### src/rtl/flop_pkg.sv
// Shared constants and buffer entry type for the FP multiplier post-processing stage.
package flop_pkg;

  localparam logic [31:0] QNAN     = 32'h7FC0_0000;
  localparam int unsigned EXP_BIAS = 127;
  localparam int unsigned EXP_MAX  = 255;

  // Bit positions inside the 3-bit flags / sticky vectors
  localparam int unsigned FLAG_INV = 0;
  localparam int unsigned FLAG_OVF = 1;
  localparam int unsigned FLAG_UNF = 2;
  localparam int unsigned FLAG_W   = 3;

  // One buffered result: final product word plus its exception flags
  typedef struct packed {
    logic [31:0]       result;
    logic [FLAG_W-1:0] flags;
  } entry_t;

endpackage

### src/rtl/flop_classify.sv
// Combinational IEEE-754 single operand classifier; denormals count as zero (flush-to-zero).
module flop_classify
  import flop_pkg::*;
(
  input  logic [31:0] op_i,
  output logic        is_zero_o,
  output logic        is_inf_o,
  output logic        is_nan_o
);

  logic [7:0]  exp_w;
  logic [22:0] man_w;

  assign exp_w = op_i[30:23];
  assign man_w = op_i[22:0];

  // Classify from exponent/mantissa fields
  always_comb begin
    is_zero_o = (exp_w == '0);
    is_inf_o  = (exp_w == 8'(EXP_MAX)) && (man_w == '0);
    is_nan_o  = (exp_w == 8'(EXP_MAX)) && (man_w != '0);
  end

endmodule

### src/rtl/flop_mul_post.sv
// Post-processing for a single-precision multiplier: special-case/exception
// resolution at accept time, a 2-entry result FIFO and sticky flag accumulation.
module flop_mul_post
  import flop_pkg::*;
(
  input  logic        clk,
  input  logic        rst,
  input  logic        in_valid,
  output logic        in_ready,
  input  logic [31:0] op_a,
  input  logic [31:0] op_b,
  input  logic [31:0] raw_prod,
  output logic        out_valid,
  input  logic        out_ready,
  output logic [31:0] result,
  output logic [2:0]  flags,
  output logic [2:0]  sticky,
  input  logic        sticky_clr
);

  logic a_zero, a_inf, a_nan;
  logic b_zero, b_inf, b_nan;

  flop_classify u_cls_a (
    .op_i      (op_a),
    .is_zero_o (a_zero),
    .is_inf_o  (a_inf),
    .is_nan_o  (a_nan)
  );

  flop_classify u_cls_b (
    .op_i      (op_b),
    .is_zero_o (b_zero),
    .is_inf_o  (b_inf),
    .is_nan_o  (b_nan)
  );

  logic              sign_w;
  logic signed [9:0] w_exp;
  logic signed [9:0] e_exp;
  logic [7:0]        carry_diff;
  logic              carry_w;
  entry_t            new_entry;

  assign sign_w = op_a[31] ^ op_b[31];
  assign w_exp  = $signed({2'b00, op_a[30:23]}) + $signed({2'b00, op_b[30:23]})
                - $signed(10'(EXP_BIAS));
  // The multiplier's own exponent tells us whether it renormalised; when it has
  // already saturated or flushed the difference is not 0/1, and then only the
  // uncarried exponent is trusted (it lands in the same overflow/underflow band).
  assign carry_diff = raw_prod[30:23] - w_exp[7:0];
  assign carry_w    = (carry_diff == 8'd1);
  assign e_exp      = w_exp + $signed({9'b0, carry_w});

  // Resolve special cases in priority order into the entry to be buffered
  always_comb begin
    new_entry = '0;
    if (a_nan || b_nan) begin
      new_entry.result          = QNAN;
      new_entry.flags[FLAG_INV] = 1'b1;
    end else if ((a_inf && b_zero) || (b_inf && a_zero)) begin
      new_entry.result          = QNAN;
      new_entry.flags[FLAG_INV] = 1'b1;
    end else if (a_inf || b_inf) begin
      new_entry.result = {sign_w, 8'hFF, 23'b0};
    end else if (a_zero || b_zero) begin
      new_entry.result = {sign_w, 31'b0};
    end else if (e_exp >= $signed(10'(EXP_MAX))) begin
      new_entry.result          = {sign_w, 8'hFF, 23'b0};
      new_entry.flags[FLAG_OVF] = 1'b1;
    end else if (e_exp <= 10'sd0) begin
      new_entry.result          = {sign_w, 31'b0};
      new_entry.flags[FLAG_UNF] = 1'b1;
    end else begin
      new_entry.result = raw_prod;
    end
  end

  entry_t      mem_q [2];
  logic        wr_ptr_q, wr_ptr_d;
  logic        rd_ptr_q, rd_ptr_d;
  logic [1:0]  count_q, count_d;
  logic [2:0]  sticky_q, sticky_d;
  logic        push_w, pop_w;

  assign in_ready  = (count_q < 2'd2);
  assign out_valid = (count_q != 2'd0);
  assign result    = mem_q[rd_ptr_q].result;
  assign flags     = mem_q[rd_ptr_q].flags;
  assign sticky    = sticky_q;

  assign push_w = in_valid && in_ready;
  assign pop_w  = out_valid && out_ready;

  // Next-state for pointers, occupancy and sticky flags (set wins over clear)
  always_comb begin
    wr_ptr_d = wr_ptr_q;
    rd_ptr_d = rd_ptr_q;
    count_d  = count_q;
    sticky_d = sticky_clr ? 3'b000 : sticky_q;
    if (push_w) begin
      wr_ptr_d = ~wr_ptr_q;
      sticky_d = sticky_d | new_entry.flags;
    end
    if (pop_w) begin
      rd_ptr_d = ~rd_ptr_q;
    end
    if (push_w && !pop_w) begin
      count_d = count_q + 2'd1;
    end else if (pop_w && !push_w) begin
      count_d = count_q - 2'd1;
    end
  end

  // FIFO storage and state registers with synchronous reset
  always_ff @(posedge clk) begin
    if (rst) begin
      for (int unsigned i = 0; i < 2; i++) begin
        mem_q[i] <= '0;
      end
      wr_ptr_q <= 1'b0;
      rd_ptr_q <= 1'b0;
      count_q  <= '0;
      sticky_q <= '0;
    end else begin
      if (push_w) begin
        mem_q[wr_ptr_q] <= new_entry;
      end
      wr_ptr_q <= wr_ptr_d;
      rd_ptr_q <= rd_ptr_d;
      count_q  <= count_d;
      sticky_q <= sticky_d;
    end
  end

endmodule

### config.mk
export PLATFORM = sky130hd
export DESIGN_NAME = flop_mul_post
export DESIGN_NICKNAME = d
export VERILOG_FILES = /design/src/rtl/flop_pkg.sv /design/src/rtl/flop_classify.sv /design/src/rtl/flop_mul_post.sv
export SDC_FILE = /design/constraint.sdc
export NUM_CORES = 1
export LEC_CHECK = 0
export ABC_AREA = 1
export CAP_MARGIN = 10
export CELL_PAD_IN_SITES_DETAIL_PLACEMENT = 0
export CELL_PAD_IN_SITES_GLOBAL_PLACEMENT = 1
export CORE_UTILIZATION = 33
export CTS_CLUSTER_DIAMETER = 30
export DETAILED_ROUTE_END_ITERATION = 12
export GPL_ROUTABILITY_DRIVEN = 0
export PLACE_DENSITY_LB_ADDON = 0.2
export SYNTH_ARGS = -nofsm -noshare
export SYNTH_HDL_FRONTEND = slang
export SYNTH_SLANG_ARGS = --single-unit
export TNS_END_PERCENT = 10
### constraint.sdc
create_clock -name clk -period 5.22 [get_ports clk]
set_input_delay 1.044 -clock clk [delete_from_list [all_inputs] [get_ports clk]]
set_output_delay 1.044 -clock clk [all_outputs]
set_load 0.03 [all_outputs]
==> metrics.txt <==
# TYPE chip_impl_metric gauge
chip_impl_metric{name="count_of_standard_cell_rows",unit=""} 44
chip_impl_metric{name="period_minus_slack",unit="ps"} 5120
chip_impl_metric{name="routed_wl",unit="um"} 13700
chip_impl_metric{name="timing.critical_path.fanout_max",unit=""} 6
chip_impl_metric{name="syn_area_per_cell",unit="um^2"} 9.56
chip_impl_metric{name="yosys.area.top_type_share",unit=""} 0.425
chip_impl_metric{name="fin_crit_sh",unit=""} 0.982
chip_impl_metric{name="syn_nets",unit=""} 645
chip_impl_metric{name="place.detailed.hpwl",unit="um"} 9740
chip_impl_metric{name="synth_enable_flop_cells",unit=""} 70
chip_impl_metric{name="cts.sink_count",unit=""} 78
chip_impl_metric{name="cap_violations",unit=""} 0
chip_impl_metric{name="die-height",unit="um"} 124
chip_impl_metric{name="dieArea",unit="um^2"} 15500
chip_impl_info{name="setup.worst_path.start",value="op_b[24]"} 1
chip_impl_metric{name="powerDensity",unit="nW/um^2"} 324
chip_impl_metric{name="cts.htree.levels",unit=""} 3
chip_impl_metric{name="post_route_cells_drive_above_1_share",unit=""} 0.333
chip_impl_metric{name="dr.first_iter.drc_count",unit=""} 178
chip_impl_metric{name="core-area",unit="um^2"} 14600
chip_impl_info{name="worstSetupPathType",value="input port to flip-flop"} 1
chip_impl_metric{name="skew",unit="ps"} 6.33
chip_impl_info{name="synth.area.top_cells",value="sky130_fd_sc_hd__edfxtp_1 42%, sky130_fd_sc_hd__mux2_2 8.0%, sky130_fd_sc_hd__ha_1 6.1%"} 1
chip_impl_metric{name="clock.fmax",unit="GHz"} 0.195
chip_impl_info{name="clockRootBuffer",value="sky130_fd_sc_hd__clkbuf_16"} 1
chip_impl_metric{name="worst_hold_slack",unit="ps"} 460
chip_impl_metric{name="synth.lib_cells_used.distinct",unit=""} 39
chip_impl_metric{name="firstDrtPassIters",unit=""} 4
chip_impl_metric{name="final_critical_path_setup_slack",unit="ps"} 96.0
chip_impl_metric{name="worstRegToRegCells",unit=""} 7
chip_impl_metric{name="cts_made_buffers",unit=""} 9
chip_impl_metric{name="setup.reg_to_reg.worst_slack",unit="ps"} 3120
chip_impl_metric{name="n_fill_cell",unit=""} 1274
chip_impl_metric{name="critPathRequiredTime",unit="ps"} 5410
chip_impl_metric{name="worst_skew_pair.late_latency",unit="ps"} 330
chip_impl_metric{name="drc",unit=""} 0
chip_impl_metric{name="place.port_buffers",unit=""} 140
chip_impl_metric{name="tightestPinTransition",unit="ps"} 797
chip_impl_info{name="startpoint_type_of_the_worst_setup_path",value="input port"} 1
chip_impl_info{name="synth.largest_area_cell",value="sky130_fd_sc_hd__edfxtp_1"} 1
chip_impl_info{name="mostFrequentLayoutCells",value="128 x sky130_fd_sc_hd__clkdlybuf4s50_1, 73 x sky130_fd_sc_hd__nand2_1, 70 x sky130_fd_sc_hd__edfxtp_1"} 1
chip_impl_metric{name="io_pins",unit=""} 141
chip_impl_metric{name="final_max_slew_viol_count",unit=""} 0
chip_impl_metric{name="cts_buffer_depth",unit=""} 2
chip_impl_metric{name="dr_total_vias",unit=""} 4385
chip_impl_metric{name="viasPerCell",unit=""} 4.83
chip_impl_info{name="tritoncts",value="done"} 1
chip_impl_metric{name="timing.critical_path.arrival",unit="ps"} 5310
chip_impl_info{name="critical_path.reg2reg.endpoint",value="mem_q[1][3]"} 1
chip_impl_metric{name="relSlewSlack",unit=""} 0.465
chip_impl_metric{name="final_net_count",unit=""} 847
chip_impl_metric{name="grt_remaining_overflow",unit=""} 0
chip_impl_metric{name="leakage",unit="nW"} 3.16
chip_impl_metric{name="multi_input_comb_area",unit="um^2"} 2870
chip_impl_info{name="grt_setup_unrepaired",value="yes"} 1
chip_impl_info{name="status",value="completed"} 1
chip_impl_metric{name="antenna_cells_inserted",unit=""} 0
chip_impl_metric{name="vdd.ir_drop.worst",unit="mV"} 0.235
chip_impl_metric{name="initial_antenna_violation_count",unit=""} 0
chip_impl_metric{name="total_power",unit="mW"} 2.55
chip_impl_metric{name="first_pass_grt_wire_length",unit="um"} 22100
chip_impl_metric{name="final-hold-violation-count",unit=""} 0
chip_impl_info{name="rr_startpoint",value="count_q[1]"} 1
chip_impl_metric{name="ys_seq_elements",unit=""} 78
chip_impl_metric{name="postSynth.asyncResetShare",unit=""} 0
chip_impl_info{name="critPathCaptureType",value="flip-flop"} 1
chip_impl_metric{name="sequential_cell_area_in_the_final_layout",unit="um^2"} 2260
chip_impl_metric{name="detail_route.wl_per_cell",unit="um"} 15.1
chip_impl_metric{name="place_worst_setup_slack",unit="ps"} -979
chip_impl_metric{name="syn-instance-count",unit=""} 518
chip_impl_metric{name="yosysWarningCount",unit=""} 0
chip_impl_info{name="timing.hold.worst.start",value="sticky[0]"} 1
chip_impl_metric{name="syn2layout_area_growth",unit="%"} 58.7
chip_impl_metric{name="clk_pin_slew_worst_paths",unit="ps"} 60
chip_impl_metric{name="synth_seq_area_share",unit=""} 0.457
chip_impl_metric{name="ant_nets",unit=""} 0
chip_impl_info{name="hold_ep",value="sticky[0]"} 1
chip_impl_metric{name="grt_max_degree",unit=""} 36
chip_impl_metric{name="cell_count_of_the_worst_hold_path",unit=""} 2
chip_impl_metric{name="gr-usage-all-layers",unit=""} 0.180
chip_impl_metric{name="post_synth_instance_area",unit="um^2"} 4950
chip_impl_metric{name="initial_core_util",unit=""} 0.339
chip_impl_info{name="layout.cells.most_common",value="sky130_fd_sc_hd__clkdlybuf4s50_1"} 1
chip_impl_metric{name="grt_pass1_vias",unit=""} 4490
chip_impl_metric{name="setup_violations",unit=""} 0
chip_impl_metric{name="floorplan.die.width",unit="um"} 124
chip_impl_info{name="postSynth.topFlopCell",value="sky130_fd_sc_hd__edfxtp_1"} 1
chip_impl_info{name="worst_hold_path_type",value="flip-flop to flip-flop"} 1
[through the flow]
| stage | setup TNS [ps] | instance area, um^2 | instances | util |
|---|---|---|---|---|
| detailed placement | -59430 | 6900 | 877 | 0.473 |
| global route | -7130 | 7860 | 908 | 0.539 |
| CTS | -4770 | 7600 | 904 | 0.521 |
| global placement | -53650 | 6900 | 877 | 0.473 |
| floorplan | 0 | 4980 | 518 | - |
| finish | 0 | 7860 | 908 | 0.539 |
[cell usage after synthesis, types with 7 or more instances]
| cell type | count |
|---|---|
| sky130_fd_sc_hd__nand2_1 | 78 |
| sky130_fd_sc_hd__nor2_1 | 71 |
| sky130_fd_sc_hd__nand2_2 | 7 |
| sky130_fd_sc_hd__clkbuf_1 | 9 |
| sky130_fd_sc_hd__o21ai_1 | 9 |
| sky130_fd_sc_hd__ha_1 | 24 |
| sky130_fd_sc_hd__nor4_1 | 14 |
| sky130_fd_sc_hd__edfxtp_1 | 70 |
| sky130_fd_sc_hd__inv_1 | 42 |
| sky130_fd_sc_hd__dfxtp_1 | 8 |
| sky130_fd_sc_hd__o21ai_0 | 8 |
| sky130_fd_sc_hd__nand3_2 | 25 |
| sky130_fd_sc_hd__mux2_2 | 35 |
| sky130_fd_sc_hd__nand3_1 | 29 |
| sky130_fd_sc_hd__a21oi_1 | 31 |
| sky130_fd_sc_hd__nand4_1 | 7 |
[sequential cells by signal, summed over array words and instances (netlist names), named ones only]
| signal | count |
|---|---|
| sticky | 3 |
| wr_ptr_q | 1 |
| mem_q | 70 |
| rd_ptr_q | 1 |
| count_q | 2 |
[area by class of cell]
| type | count | area share |
|---|---|---|
| Multi-Input combinational cell | 376 | 0.365 |
| Sequential cell | 78 | 0.288 |
| Timing Repair Buffer | 207 | 0.257 |
| Tap cell | 184 | 0.0293 |
| Clock buffer | 9 | 0.0287 |
| Inverter | 48 | 0.0239 |
| Clock inverter | 6 | 0.00812 |
[layer usage]
layer	track usage	wire [um]
met1	0.215	5810
met2	0.324	7050
met3	0.0425	724
met4	0.0404	123
met5	0	0
[power by group]
group	leakage (nW)	switching, mW	internal [mW]
logic	2.23	0.622	0.529
registers	0.798	0.0190	0.770
clock network	0.139	0.241	0.366
total	3.16	0.881	1.67
[worst max path at each step]
stage | to | slack (ps) | cells past startpoint
4_1_cts | mem_q[1][22] | -130 | 29
6_report | mem_q[1][21] | 100 | 28
2_1_floorplan | mem_q[1][12] | 5 | 26
3_5_place_dp | mem_q[0][25] | -980 | 29
5_1_grt | mem_q[1][34] | -170 | 34
3_3_place_gp | mem_q[1][25] | -860 | 31
[kinds of logic after synthesis]
logic type / Yosys count / synth area share
buffers and inverters: 65 / 0.0564
AND/OR/NAND/NOR: 252 / 0.264
XOR/XNOR: 9 / 0.0159
adder cells (fa/ha/maj): 26 / 0.0688
AO/OA/AOI/OAI: 53 / 0.0581
flip-flops: 78 / 0.457
multiplexers: 35 / 0.0796
[worst max-delay path: stages]
cell,delay (ps)
sky130_fd_sc_hd__buf_8,100
sky130_fd_sc_hd__ha_4,240
sky130_fd_sc_hd__ha_4,160
sky130_fd_sc_hd__fa_1,520
sky130_fd_sc_hd__inv_2,60
sky130_fd_sc_hd__ha_4,230
sky130_fd_sc_hd__a21oi_2,130
sky130_fd_sc_hd__nand2_2,90
sky130_fd_sc_hd__xor2_1,160
sky130_fd_sc_hd__or4_1,410
sky130_fd_sc_hd__nor4_2,250
sky130_fd_sc_hd__ha_2,260
sky130_fd_sc_hd__ha_4,160
sky130_fd_sc_hd__nand2_4,50
sky130_fd_sc_hd__nor2_4,100
sky130_fd_sc_hd__nand3_2,100
sky130_fd_sc_hd__nor2_4,110
sky130_fd_sc_hd__buf_4,110
sky130_fd_sc_hd__nand3_1,60
sky130_fd_sc_hd__nand2_1,70
sky130_fd_sc_hd__nand2_2,60
sky130_fd_sc_hd__inv_4,80
sky130_fd_sc_hd__nand3_4,130
sky130_fd_sc_hd__buf_12,180
sky130_fd_sc_hd__nor2_4,100
sky130_fd_sc_hd__buf_6,150
sky130_fd_sc_hd__nand3_2,80
sky130_fd_sc_hd__nor2_1,110
[timing repair]
| item | CTS | global route |
|---|---|---|
| gates cloned | 2 | 0 |
| hold buffers | 0 | 0 |
| setup buffers | 10 | 4 |
| resized for setup | 77 | 48 |
| endpoints found under the hold margin | 0 | 0 |
| endpoints found under the setup margin | 70 | 70 |
| pin swaps | 34 | 30 |
(Power assumes the default switching activity.)
